**src/rtl/tiny_cache_pkg.sv**
```systemverilog
// Shared codes for the tiny cache controller: response codes,
// request codes and FSM state encoding.
package tiny_cache_pkg;

   localparam logic [2:0] CACHEHIT   = 3'd4;
   localparam logic [2:0] CACHEMISS  = 3'd5;
   localparam logic [2:0] CACHEWRITE = 3'd6;
   localparam logic [2:0] CACHERESET = 3'd7;

   typedef enum logic [1:0] {
      NOTHING,
      READ,
      WRITE,
      RESET
   } req_e;

   typedef enum logic [2:0] {
      IDLE,
      LOOKUP,
      MEM_RD,
      MEM_WR,
      RESP
   } state_e;

endpackage

```
**src/rtl/tiny_cache_line_store.sv**
```systemverilog
// Direct-mapped line storage: data/tag arrays, valid vector,
// combinational lookup, single write port and one-cycle flush.
module tiny_cache_line_store #(
   parameter int IDX_W  = 4,
   parameter int TAG_W  = 4,
   parameter int DATA_W = 8
) (
   input  logic              clk,
   input  logic              reset_n,
   input  logic [IDX_W-1:0]  rd_idx,
   output logic [TAG_W-1:0]  rd_tag,
   output logic [DATA_W-1:0] rd_data,
   output logic              rd_valid,
   input  logic              we,
   input  logic [IDX_W-1:0]  wr_idx,
   input  logic [TAG_W-1:0]  wr_tag,
   input  logic [DATA_W-1:0] wr_data,
   input  logic              flush
);

   localparam int LINES = 1 << IDX_W;

   logic [DATA_W-1:0] data_q [LINES];
   logic [TAG_W-1:0]  tag_q  [LINES];
   logic [LINES-1:0]  valid_q, valid_d;

   assign rd_tag   = tag_q[rd_idx];
   assign rd_data  = data_q[rd_idx];
   assign rd_valid = valid_q[rd_idx];

   always_comb begin
      valid_d = valid_q;
      if (flush) begin
         valid_d = '0;
      end else if (we) begin
         valid_d[wr_idx] = 1'b1;
      end
   end

   always_ff @(posedge clk or negedge reset_n) begin
      if (!reset_n) begin
         valid_q <= '0;
      end else begin
         valid_q <= valid_d;
      end
   end

   // Tag and data carry no reset; only valid bits are qualified.
   always_ff @(posedge clk) begin
      if (we) begin
         data_q[wr_idx] <= wr_data;
         tag_q[wr_idx]  <= wr_tag;
      end
   end

endmodule

```
**src/rtl/tiny_cache_ctrl.sv**
```systemverilog
// Direct-mapped write-through write-allocate cache controller.
// Optional hit/miss counters enabled by TINY_CACHE_STATS_EN.
module tiny_cache_ctrl
   import tiny_cache_pkg::*;
#(
   parameter int ADDR_W = 8,
   parameter int DATA_W = 8,
   parameter int IDX_W  = 4
) (
   input  logic              clk,
   input  logic              reset_n,
   input  logic              cpu_rd,
   input  logic              cpu_wr,
   input  logic              reset,
   input  logic [ADDR_W-1:0] cpubus_address,
   input  logic [DATA_W-1:0] cpu_wdata,
   output logic [DATA_W-1:0] cpu_rdata,
   output logic              active,
   output logic              response,
   output logic [2:0]        trans,
   output logic              memory_rd,
   output logic              memory_wr,
   output logic [ADDR_W-1:0] memory_address,
   output logic [DATA_W-1:0] memory_wdata,
   input  logic [DATA_W-1:0] memory_rdata,
   input  logic              memory_ack
`ifdef TINY_CACHE_STATS_EN
   ,
   output logic [15:0]       hit_count,
   output logic [15:0]       miss_count
`endif
);

   localparam int TAG_W = ADDR_W - IDX_W;

   state_e state_q, state_d;
   req_e   req_q, req_d;

   logic [ADDR_W-1:0] addr_q, addr_d;
   logic [DATA_W-1:0] wdata_q, wdata_d;
   logic [DATA_W-1:0] rdata_q, rdata_d;
   logic [2:0]        trans_q, trans_d;
   logic              active_q, active_d;
   logic              resp_q, resp_d;
   logic              mrd_q, mrd_d;
   logic              mwr_q, mwr_d;
   logic [ADDR_W-1:0] maddr_q, maddr_d;
   logic [DATA_W-1:0] mwdata_q, mwdata_d;

   logic [TAG_W-1:0]  st_tag;
   logic [DATA_W-1:0] st_data;
   logic              st_valid;
   logic              st_we;
   logic              st_flush;
   logic [DATA_W-1:0] st_wdata;
   logic              hit;

   tiny_cache_line_store #(
      .IDX_W  (IDX_W),
      .TAG_W  (TAG_W),
      .DATA_W (DATA_W)
   ) u_store (
      .clk      (clk),
      .reset_n  (reset_n),
      .rd_idx   (addr_q[IDX_W-1:0]),
      .rd_tag   (st_tag),
      .rd_data  (st_data),
      .rd_valid (st_valid),
      .we       (st_we),
      .wr_idx   (addr_q[IDX_W-1:0]),
      .wr_tag   (addr_q[ADDR_W-1:IDX_W]),
      .wr_data  (st_wdata),
      .flush    (st_flush)
   );

   assign hit = st_valid && (st_tag == addr_q[ADDR_W-1:IDX_W]);

   always_comb begin
      state_d  = state_q;
      req_d    = req_q;
      addr_d   = addr_q;
      wdata_d  = wdata_q;
      rdata_d  = rdata_q;
      trans_d  = trans_q;
      maddr_d  = maddr_q;
      mwdata_d = mwdata_q;
      st_we    = 1'b0;
      st_flush = 1'b0;
      st_wdata = wdata_q;
      unique case (state_q)
         IDLE: begin
            if (reset || cpu_wr || cpu_rd) begin
               state_d = LOOKUP;
               addr_d  = cpubus_address;
               wdata_d = cpu_wdata;
            end
            priority case (1'b1)
               reset:   req_d = RESET;
               cpu_wr:  req_d = WRITE;
               cpu_rd:  req_d = READ;
               default: req_d = NOTHING;
            endcase
         end
         LOOKUP: begin
            unique case (req_q)
               READ: begin
                  if (hit) begin
                     rdata_d = st_data;
                     trans_d = CACHEHIT;
                     state_d = RESP;
                  end else begin
                     maddr_d = addr_q;
                     state_d = MEM_RD;
                  end
               end
               WRITE: begin
                  st_we    = 1'b1;
                  maddr_d  = addr_q;
                  mwdata_d = wdata_q;
                  state_d  = MEM_WR;
               end
               RESET: begin
                  st_flush = 1'b1;
                  rdata_d  = '0;
                  trans_d  = CACHERESET;
                  state_d  = RESP;
               end
               default: state_d = IDLE;
            endcase
         end
         MEM_RD: begin
            if (memory_ack) begin
               st_we    = 1'b1;
               st_wdata = memory_rdata;
               rdata_d  = memory_rdata;
               trans_d  = CACHEMISS;
               state_d  = RESP;
            end
         end
         MEM_WR: begin
            if (memory_ack) begin
               rdata_d = wdata_q;
               trans_d = CACHEWRITE;
               state_d = RESP;
            end
         end
         RESP:    state_d = IDLE;
         default: state_d = IDLE;
      endcase
      // Strobes follow the next state so every output is a flop.
      active_d = (state_d != IDLE);
      resp_d   = (state_d == RESP);
      mrd_d    = (state_d == MEM_RD);
      mwr_d    = (state_d == MEM_WR);
   end

   always_ff @(posedge clk or negedge reset_n) begin
      if (!reset_n) begin
         state_q  <= IDLE;
         req_q    <= NOTHING;
         addr_q   <= '0;
         wdata_q  <= '0;
         rdata_q  <= '0;
         trans_q  <= '0;
         active_q <= 1'b0;
         resp_q   <= 1'b0;
         mrd_q    <= 1'b0;
         mwr_q    <= 1'b0;
         maddr_q  <= '0;
         mwdata_q <= '0;
      end else begin
         state_q  <= state_d;
         req_q    <= req_d;
         addr_q   <= addr_d;
         wdata_q  <= wdata_d;
         rdata_q  <= rdata_d;
         trans_q  <= trans_d;
         active_q <= active_d;
         resp_q   <= resp_d;
         mrd_q    <= mrd_d;
         mwr_q    <= mwr_d;
         maddr_q  <= maddr_d;
         mwdata_q <= mwdata_d;
      end
   end

   assign cpu_rdata      = rdata_q;
   assign trans          = trans_q;
   assign active         = active_q;
   assign response       = resp_q;
   assign memory_rd      = mrd_q;
   assign memory_wr      = mwr_q;
   assign memory_address = maddr_q;
   assign memory_wdata   = mwdata_q;

`ifdef TINY_CACHE_STATS_EN
   logic [15:0] hit_cnt_q, hit_cnt_d;
   logic [15:0] miss_cnt_q, miss_cnt_d;

   always_comb begin
      hit_cnt_d  = hit_cnt_q;
      miss_cnt_d = miss_cnt_q;
      if (st_flush) begin
         hit_cnt_d  = '0;
         miss_cnt_d = '0;
      end else if (state_q == RESP) begin
         if (trans_q == CACHEHIT && hit_cnt_q != 16'hFFFF) begin
            hit_cnt_d = hit_cnt_q + 16'd1;
         end
         if (trans_q == CACHEMISS && miss_cnt_q != 16'hFFFF) begin
            miss_cnt_d = miss_cnt_q + 16'd1;
         end
      end
   end

   always_ff @(posedge clk or negedge reset_n) begin
      if (!reset_n) begin
         hit_cnt_q  <= '0;
         miss_cnt_q <= '0;
      end else begin
         hit_cnt_q  <= hit_cnt_d;
         miss_cnt_q <= miss_cnt_d;
      end
   end

   assign hit_count  = hit_cnt_q;
   assign miss_count = miss_cnt_q;
`endif

endmodule
```
**config.mk**
```make
export PLATFORM = sky130hd
export DESIGN_NAME = tiny_cache_ctrl
export DESIGN_NICKNAME = d
export VERILOG_FILES = /design/src/rtl/tiny_cache_pkg.sv /design/src/rtl/tiny_cache_line_store.sv /design/src/rtl/tiny_cache_ctrl.sv
export SDC_FILE = /design/constraint.sdc
export NUM_CORES = 1
export LEC_CHECK = 0
export ABC_AREA = 1
export ABC_CLOCK_PERIOD_IN_PS = 6100
export CORE_ASPECT_RATIO = 2
export CORE_MARGIN = 3
export CORE_UTILIZATION = 45
export CTS_BUF_LIST = sky130_fd_sc_hd__clkbuf_4 sky130_fd_sc_hd__clkbuf_8
export DETAILED_ROUTE_END_ITERATION = 10
export SLEW_MARGIN = 30
export SYNTH_ARGS = -nofsm -noshare
export SYNTH_HDL_FRONTEND = slang
export SYNTH_HIERARCHICAL = 1
export SYNTH_SLANG_ARGS = --single-unit
```
**constraint.sdc**
```tcl
create_clock -name clk -period 6.1 [get_ports clk]
set_input_delay 1.22 -clock clk [delete_from_list [all_inputs] [get_ports clk]]
set_output_delay 1.22 -clock clk [all_outputs]
set_load 0.02 [all_outputs]
```
==> results by group <==
Status
  – Status: finished clean

Die
  – Core ar.: 25000 µm²
  – Starting Density: 45.7%
  – Num ports: 61
  – Site Rows: 82
  – Die Ht: 232 µm
  – Chip Width: 119 µm
  – Die ar.: 27500 µm²

CTS
  – Clock Path Buffers: 3
  – Clk sinks: 260
  – Post CTS Setup Buffer Count: 0
  – Root Buffer: clkbuf_8
  – Hold_buf cts: 0
  – Total CTS buffers: 35
  – Clock latency on the worst-skew pair: 0.54 ns
  – CTS tree: done
  – CTS H-tree depth: 2
  – Post-CTS Resized: 0
  – Clk slew on worst S/H paths: 0.07 ns

Place
  – Post-DP HPWL: 19600 µm
  – IO Port Bufs: 60
  – Placer congestion estimate: 0.848
  – Pre-CTS WS: 2.30 ns

Synthesis
  – Synthesized netlist cell count: 1182
  – Synth Cell Area: 11400 µm²
  – Share of the yosys chip area belonging to registers: 65.2%
  – Async set-reset flop share out of synthesis: 26.2%
  – Post-synth cell types: 31
  – Mean area per synthesized cell: 9.68 µm²
  – Synthesis warning total: 6
  – Main synth FF type: edfxtp_1
  – Synth Register Bits: 260
  – Number of synthesized flops with an enable pin: 192
  – Syn_nets: 1212

Worst setup path
  – Cell Chain, Critical Path: inv_2, buf_12, nand2_1, nand2_1, nand2_1, nand3_1, nand3_1, nand2_1, inv_1, nand2_1, nand2_1, nor2_1, nand3_2, nand2_2, nand2_4, inv_2, nand2_1, nand2_1
  – Reg2reg path depth: 18
  – Critical Path RT: 6.57 ns
  – Crit-path max cell delay: 0.68 ns
  – CP arrival: 4.01 ns
  – RR Endpoint: cpu_rdata[0]
  – Worst path most repeated cell: nand2_1
  – Worst-path fanout max: 55
  – Setup Crit Path Kind: reg -> reg
  – Critical Path Source Type: register
  – CP endpoint kind: register
  – RR Startpoint: addr_q[0]
  – Reg2reg setup slack: 2.56 ns
  – Highest-delay cell along the critical path: dfrtp_4

Layout
  – N_diodes: 0
  – Share of cells above drive strength 1: 8.45%
  – Flip-flop and latch area: 7470 µm²
  – P&R area growth vs syn: 14.7%
  – Filler cell count: 2311
  – Nets@finish: 1271
  – Area occupied by multi-input gates: 2950 µm²

Routing
  – Via count: 7948
  – Antenna viol nets, final: 0
  – Initial DRC Count: 427
  – # DRC: 0
  – Routed WL: 29100 µm
  – Pre-Repair DR Iteration Count: 5
  – Vias per cell: 4.96
  – DR WL/cell: 18.2 µm

Min path
  – WHS Endpoint: memory_address[0]
  – Hold path start: memory_address[0]
  – Class of the most critical hold timing path: reg -> reg
  – Hold path cells: 2

STA
  – Setup TNS: 0 ns
  – Fmax: 282 MHz
  – Final worst slack: 2.56 ns
  – Clock Skew: 0.0194 ns
  – Slew headroom: 37.2%
  – Final period util: 58.1%
  – Endpoints failing setup: 0
  – Hold Vio Cnt, Final: 0
  – Least-Margin Pin Slew: 0.942 ns
  – Max-slew violations: 0
  – Fin crit period: 3.54 ns
  – Worst hold slack: 0.469 ns
  – RSZ-0062 raised after global routing: no

Power
  – Internal power: 3.94 mW
  – Combinational share of power: 38.2%
  – Sw power: 2.65 mW
  – Overall Power: 6.59 mW
  – PD cells: 502 nW/µm²
  – Worst vdd ir: 0.000368 V
  – Flop pwr share: 39.1%
  – Clk pwr share: 22.7%
  – Switching part of the total: 40.2%
  – Leak Pwr: 5.90 nW

Global route
  – GR Util All Layers: 21.4%
  – Met2 usage: 40.7%
  – Largest net degree at the start of global routing: 70
  – Antenna violations before repair: 0
  – GR peak layer: met2
  – GR Overflow Total: 0
  – Met1 usage: 22.3%
  – First-pass GRT wire length: 44700 µm
  – Number of global-route vias before repair: 7925
  – Global Route met3 Usage: 2.59%

Job
  – Maxcap violations: 0
-- Yosys cell counts (2+ instances only) --
| cell type | instances | area (µm²) |
|---|---|---|
| a21oi_1 | 14 | 70.1 |
| buf_1 | 3 | 11.3 |
| buf_2 | 15 | 75.1 |
| buf_4 | 5 | 37.5 |
| buf_6 | 11 | 124 |
| clkbuf_1 | 15 | 56.3 |
| dfrtp_1 | 68 | 1700 |
| edfxtp_1 | 192 | 5770 |
| inv_1 | 198 | 743 |
| inv_2 | 11 | 41.3 |
| nand2_1 | 398 | 1490 |
| nand2_2 | 4 | 25.0 |
| nand2_4 | 2 | 22.5 |
| nand3_1 | 165 | 826 |
| nor2_1 | 22 | 82.6 |
| nor2_4 | 2 | 22.5 |
| nor3_1 | 4 | 20.0 |
| o211ai_1 | 10 | 75.1 |
| o21ai_0 | 7 | 35.0 |
| o21ai_1 | 18 | 90.1 |
| o22ai_1 | 8 | 50.1 |
-- sequential cells by signal, indices dropped and copies added (netlist names), 8 cells and up --
signal and cells:
cpu_rdata 8, u_store/valid_q 16, memory_address 8, u_store/data_q 128
memory_wdata 8, wdata_q 8, addr_q 8, u_store/tag_q 64
-- critical path: cells and delay by family, from the launching register on --
| kind | cells | cell delay (ns) |
|---|---|---|
| buffers and inverters | 4 | 1.26 |
| and+or+nand+nor | 14 | 1.49 |
| DFF | 1 | 0.68 |
-- cells in the final DEF (no fill, tap or decap), drive strengths merged --
cell type / instances
clkdlybuf4s50: 59
bufinv: 5
inv: 210
nor2: 25
or2: 1
clkbuf: 46
a21oi: 15
xnor2: 1
o22ai: 8
nand2: 404
edfxtp: 192
clkinvlp: 1
nand4: 1
nand3: 166
nor3: 4
o211ai: 10
clkinv: 11
o21ai: 26
dfrtp: 68
buf: 13
-- metrics by stage --
stage	utilization, %	instances	area, µm²
after floorplan	-	1182	11400
after global placement	49.1	1540	12300
after detailed placement	49.2	1540	12300
after CTS	52.4	1602	13100
after global routing	52.4	1602	13100
final	52.4	1602	13100
-- power groups by stage --
stage               sequential (mW)  combinational (mW)  clock [mW]
floorplan                      2.60                1.57           0
global route                   2.61                2.76        1.59
finish                         2.58                2.52        1.49
detailed placement             2.62                2.52           0
global placement               2.62                2.49           0
CTS                            2.58                2.53        1.52
-- worst max path at each step --
stage                    start               endpoint  slack [ns]  cells after the start
floorplan           memory_ack   u_store/data_q[3][0]        3.23                      7
global placement    memory_ack  u_store/data_q[11][4]        2.21                      7
detailed placement  memory_ack   u_store/tag_q[15][3]        2.30                      7
CTS                  addr_q[0]               trans[2]        2.54                     17
global route         addr_q[0]               trans[2]        2.23                     17
finish               addr_q[0]           cpu_rdata[0]        2.56                     18
-- cell type report --
type | count | share of cell area (%)
clock buffer | 46 | 4.49
clock inverter | 16 | 1.55
inverter | 211 | 6.05
multi-input combinational | 661 | 22.5
sequential | 260 | 56.9
tap | 336 | 3.20
timing repair buffer | 72 | 5.32
-- kinds of logic after synthesis --
logic type	synth area share [%]
flip-flops	65.2
buffers and inverters	9.64
XOR/XNOR	0.0765
AND/OR/NAND/NOR	22.0
AO/OA/AOI/OAI	3.02
-- metal layers --
| layer | routed length (µm) | part of all wire, % | up-vias |
|---|---|---|---|
| li1 | - | - | 3885 |
| met1 | 10300 | 35 | 3763 |
| met2 | 16000 | 55 | 219 |
| met3 | 1100 | 3.8 | 81 |
| met4 | 1740 | 6.0 | 0 |
| met5 | 0 | 0 | - |
(Power assumes the default switching activity.)
==> RTL change 1: new RTL, config.mk and constraints unchanged <==
Change the parameter `ADDR_W` from 8 to 9.
--- a/src/rtl/tiny_cache_ctrl.sv
+++ b/src/rtl/tiny_cache_ctrl.sv
@@ -5,3 +5,3 @@
 #(
-   parameter int ADDR_W = 8,
+   parameter int ADDR_W = 9,
    parameter int DATA_W = 8,
Interface: changed (resized cpubus_address and memory_address); port bits go from 61 to 63. The function was not compared with the original's and may differ.
==> RTL change 1 against the original RTL <==
Wire length is 18% higher. Die area up 6.4%. Via count is 9.8% higher. Setup slack worse by 0.34 ns. Area after synthesis increased by 6.7%. Total power grew 8.6%. Final area grew 6.1%. Sequential cell count increased by 18. Largest power group unchanged.
==> RTL change 1: results (changes against the original RTL) <==
| Metric | Value |
|---|---|
| Largest regs | u_store/data_q x128, u_store/tag_q x80, u_store/valid_q x16 |
| Post-DP HPWL | 22.66 mm (+16%) |
| Fin crit share | 63.69% (+5.6 points) |
| Synth top area cells | edfxtp_1 51%, dfrtp_1 14%, nand2_1 12%, nand3_1 7.3%, inv_1 6.8% |
| Initial drt markers | 675 (+58%) |
| Post-synthesis sequential area ratio | 65.50% (+0.26 points) |
| R2R setup slack | 2.21 ns (-0.34 ns) |
| CP max stage cell | a21oi_1 |
| Routability cong. | 0.8979 (+5.9%) |
| Status | finished, final reports clean |
| VDD IR-drop max | 0.3836 mV (+4.3%) |
| Layout Utilization | 52.60% (+0.16 points) |
| Post-synth top cells | 400 x nand2_1, 220 x inv_1, 208 x edfxtp_1 |
| Worst Hold Depth | 1 (-1) |
| Area post-placement | 13100 um2 (+6.3%) |
| Avg Synthesized Cell Area | 9.753 um2 (+0.71%) |
| Vias in the first global route | 8803 (+11%) |
| Met1 Use GR | 24.94% (+2.7 points) |
| FFs w/ async S/R, synth | 25.18% (-0.97 points) |
| Rel. slew slack | 37.38% (+0.21 points) |
| Met2 wire len | 18.80 mm (+17%) |
| Hold Crit Start | trans[2]$_DFFE_PN0P_ |
| Port Buffers | 62 (+3.3%) |
| P_leak | 0.006233 uW (+5.7%) |
| DR vias | 8730 (+9.8%) |
| Netlist cell types | 28 (-9.7%) |
| Post-synth EDFFs | 208 (+8.3%) |
| Placed cell count | 1612 (+4.7%) |
| TritonCTS Buffers | 38 (+8.6%) |
## RTL change 1: cell count changes in the layout (fill, tap and decap cells not counted), sizes merged, moves of 3 or more
cell / change
a21oi: +12
bufinv: -3
clkbuf: +12
edfxtp: +16
inv: +16
mux2: +5
nand3: +13
nor2: +13
o211ai: -3
o21ai: -8
## RTL change 1: power breakdown
part	switching, uW	total [uW]	internal (uW)	leakage [uW]
Combinational	1980	2790	813	0.00307
Clock	675	1510	837	0.000439
Sequential	314	2850	2540	0.00272
Total	2970	7160	4190	0.00623
## RTL change 1: cells by family (layout without fill, tap and decap cells)
family / count (synthesis) / in the layout / synth area share (%)
AND/OR/NAND/NOR: 626 / 626 / 21.42
buffers and inverters: 282 / 368 / 9.837
flip-flops: 278 / 278 / 65.50
AO/OA/AOI/OAI: 61 / 61 / 2.787
multiplexers: 5 / 5 / 0.4611
other: 0 / 1 / 0
## RTL change 1: worst reg2reg max path: stages, from the launching register on
cell	delay, ns
dfrtp_4	0.69
inv_4	0.68
buf_4	0.50
nand2_1	0.11
nand2_1	0.08
nand2_1	0.05
nand3_1	0.09
nand3_1	0.08
nand2_1	0.11
inv_1	0.04
nand2_1	0.04
nand2_1	0.06
nor2_1	0.10
nand3_1	0.14
a21oi_1	0.71
nand4_1	0.21
## RTL change 1: final timing paths
check / end
max: active$_DFF_PN0_
min: trans[2]$_DFFE_PN0P_
max reg2reg: active$_DFF_PN0_
min reg2reg: trans[2]$_DFFE_PN0P_
max in group asynchronous: addr_q[0]$_DFFE_PN0P_
min in group asynchronous: response$_DFF_PN0_
## RTL change 1: cell type report
type,count,share of cell area (%)
multi-input combinational,692,22.47
timing repair buffer,72,4.976
clock buffer,58,5.146
sequential,278,57.45
tap,344,3.090
clock inverter,12,0.7455
inverter,226,6.107
antenna,1,0.01796
==> RTL change 2: new RTL, same settings <==
Made on the original files. The 5 states of `state_e` get a one-hot encoding in 5 bits.
--- a/src/rtl/tiny_cache_pkg.sv
+++ b/src/rtl/tiny_cache_pkg.sv
@@ -16,8 +16,8 @@
 
-   typedef enum logic [2:0] {
-      IDLE,
-      LOOKUP,
-      MEM_RD,
-      MEM_WR,
-      RESP
+   typedef enum logic [4:0] {
+      IDLE   = 5'b00001,
+      LOOKUP = 5'b00010,
+      MEM_RD = 5'b00100,
+      MEM_WR = 5'b01000,
+      RESP   = 5'b10000
    } state_e;
Behaviour: same outputs for any inputs over 4 cycles, from zero or initial values and one cycle with reset_n low; so few cycles prove little.
==> RTL change 2 against the original RTL <==
Sequential cell count increased by 2. Via count increased by 3.3%. Fmax increased by 0.52%. Setup slack improved by 0.018 ns. Wire length about the same. Final area increased by 1.2%. Total power decreased by 5.3%. Area after synthesis increased by 2.4%. Largest cell class unchanged.
==> RTL change 2: results (changes against the original RTL) <==
| Metric | Value |
|---|---|
| First-pass DRT Iterations | 5 (unchanged) |
| Crit path DAT | 3.99 ns (-0.02 ns) |
| TritonCTS Buffers | 36 (+2.9%) |
| Area post-placement | 12540 um2 (+1.8%) |
| Proportion of layout cells with a drive suffix above 1 | 8.206% (-0.25 points) |
| Initial drt markers | 575 (+35%) |
| Via-to-Cell Ratio | 5.005 (+0.88%) |
| Total length of routed wires | 29.11 mm (about the same) |
| R2R setup slack | 2.58 ns (+0.02 ns) |
| Nets | 1308 (+2.9%) |
| R2R depth | 13 (-5) |
| Largest net degree at the start of global routing | 74 (+5.7%) |
| Post-synth top cells | 382 x nand2_1, 201 x inv_1, 201 x nand3_1 |
| Synth top area cells | edfxtp_1 49%, dfrtp_1 15%, nand2_1 12%, nand3_1 8.6%, inv_1 6.4% |
| Rel. slew slack | 47.80% (+11 points) |
| FFs w/ async S/R, synth | 26.72% (+0.56 points) |
| P_leak | 0.005957 uW (+1.0%) |
| Hold Crit Start | memory_wdata[4]$_DFFE_PN0P_ |
| Initial antenna violation count | 1 (+1) |
| Post-synthesis sequential area ratio | 64.18% (-1.1 points) |
| Routability cong. | 0.8943 (+5.5%) |
| VDD IR-drop max | 0.3680 mV (about the same) |
| Post-synth EDFFs | 192 (unchanged) |
| Total track usage | 21.31% (-0.11 points) |
| Post-DP HPWL | 19.22 mm (-1.9%) |
| First-pass GRT wire length | 45.79 mm (+2.5%) |
| Min-Delay Endpoint | memory_wdata[4]$_DFFE_PN0P_ |
| Setup Skew | 0.02304 ns (+0.003685 ns) |
| Largest fanout on the critical path | 43 (-22%) |
| Vias in the first global route | 8333 (+5.1%) |
| Status | finished, final reports clean |
| Post-Syn Instances | 1218 (+3.0%) |
| Reg-to-reg endpoint | memory_address[1]$_DFFE_PN0P_ |
| Filler cells | 2357 (+2.0%) |
-- RTL change 2: layer usage --
layer,vias up,wire [um],GRT usage [%]
li1,4029,-,-
met3,73,1095,2.365
met4,0,1242,9.860
met1,3896,10310,22.36
met5,-,0,0
met2,215,16460,41.72
-- RTL change 2: cell type report --
| class | instances | area [um2] | area share (%) |
|---|---|---|---|
| clock inverter | 14 | 122.6 | 0.9228 |
| clock buffer | 50 | 613.1 | 4.614 |
| multi-input combinational | 692 | 3089 | 23.25 |
| inverter | 209 | 787.0 | 5.923 |
| tap | 336 | 420.4 | 3.164 |
| sequential | 262 | 7523 | 56.62 |
| antenna | 1 | 2.502 | 0.01883 |
| timing repair buffer | 77 | 729.5 | 5.490 |
-- RTL change 2: worst max-delay path by stage --
stage                                           end  slack (ns)
finish                memory_address[1]$_DFFE_PN0P_        2.58
global route          memory_address[7]$_DFFE_PN0P_        2.18
CTS                   memory_address[6]$_DFFE_PN0P_        2.48
detailed placement  u_store/data_q[12][5]$_DFFE_PP_        2.31
global placement    u_store/data_q[11][3]$_DFFE_PP_        2.35
floorplan            u_store/data_q[3][0]$_DFFE_PP_        3.43
-- RTL change 2: worst max-delay path: stages, from the launching register on --
cell and delay, ns:
dfrtp_4 0.68, inv_2 0.44, buf_4 0.52, nand2_1 0.10, nand3_1 0.09, nand3_1 0.17, nand3_1 0.17, nand2_1 0.08
xnor2_1 0.13, nand3_1 0.17, nand3_2 0.41, nand2_2 0.31, nand2_1 0.07, nand2_1 0.09
-- RTL change 2: per-stage QoR --
step	worst slack [ns]	hold slack, ns
3_3_place_gp	2.352	0.4594
6_report	2.577	0.4855
2_1_floorplan	3.434	0.4662
5_1_grt	2.179	0.5050
3_5_place_dp	2.310	0.4602
4_1_cts	2.481	0.4853
-- RTL change 2: cell families (layout without fill, tap and decap cells) --
group / count (synthesis) / count (layout) / synth area share (%)
AO/OA/AOI/OAI: 53 / 53 / 2.328
XOR/XNOR: 1 / 1 / 0.07478
buffers and inverters: 264 / 350 / 9.516
flip-flops: 262 / 262 / 64.18
other: 0 / 1 / 0
AND/OR/NAND/NOR: 638 / 638 / 23.90
-- RTL change 2: report_power, final --
part | switching, uW | internal (uW) | total [uW]
clock network | 648 | 739 | 1390
registers | 230 | 2330 | 2560
logic | 1570 | 727 | 2290
total | 2440 | 3790 | 6240
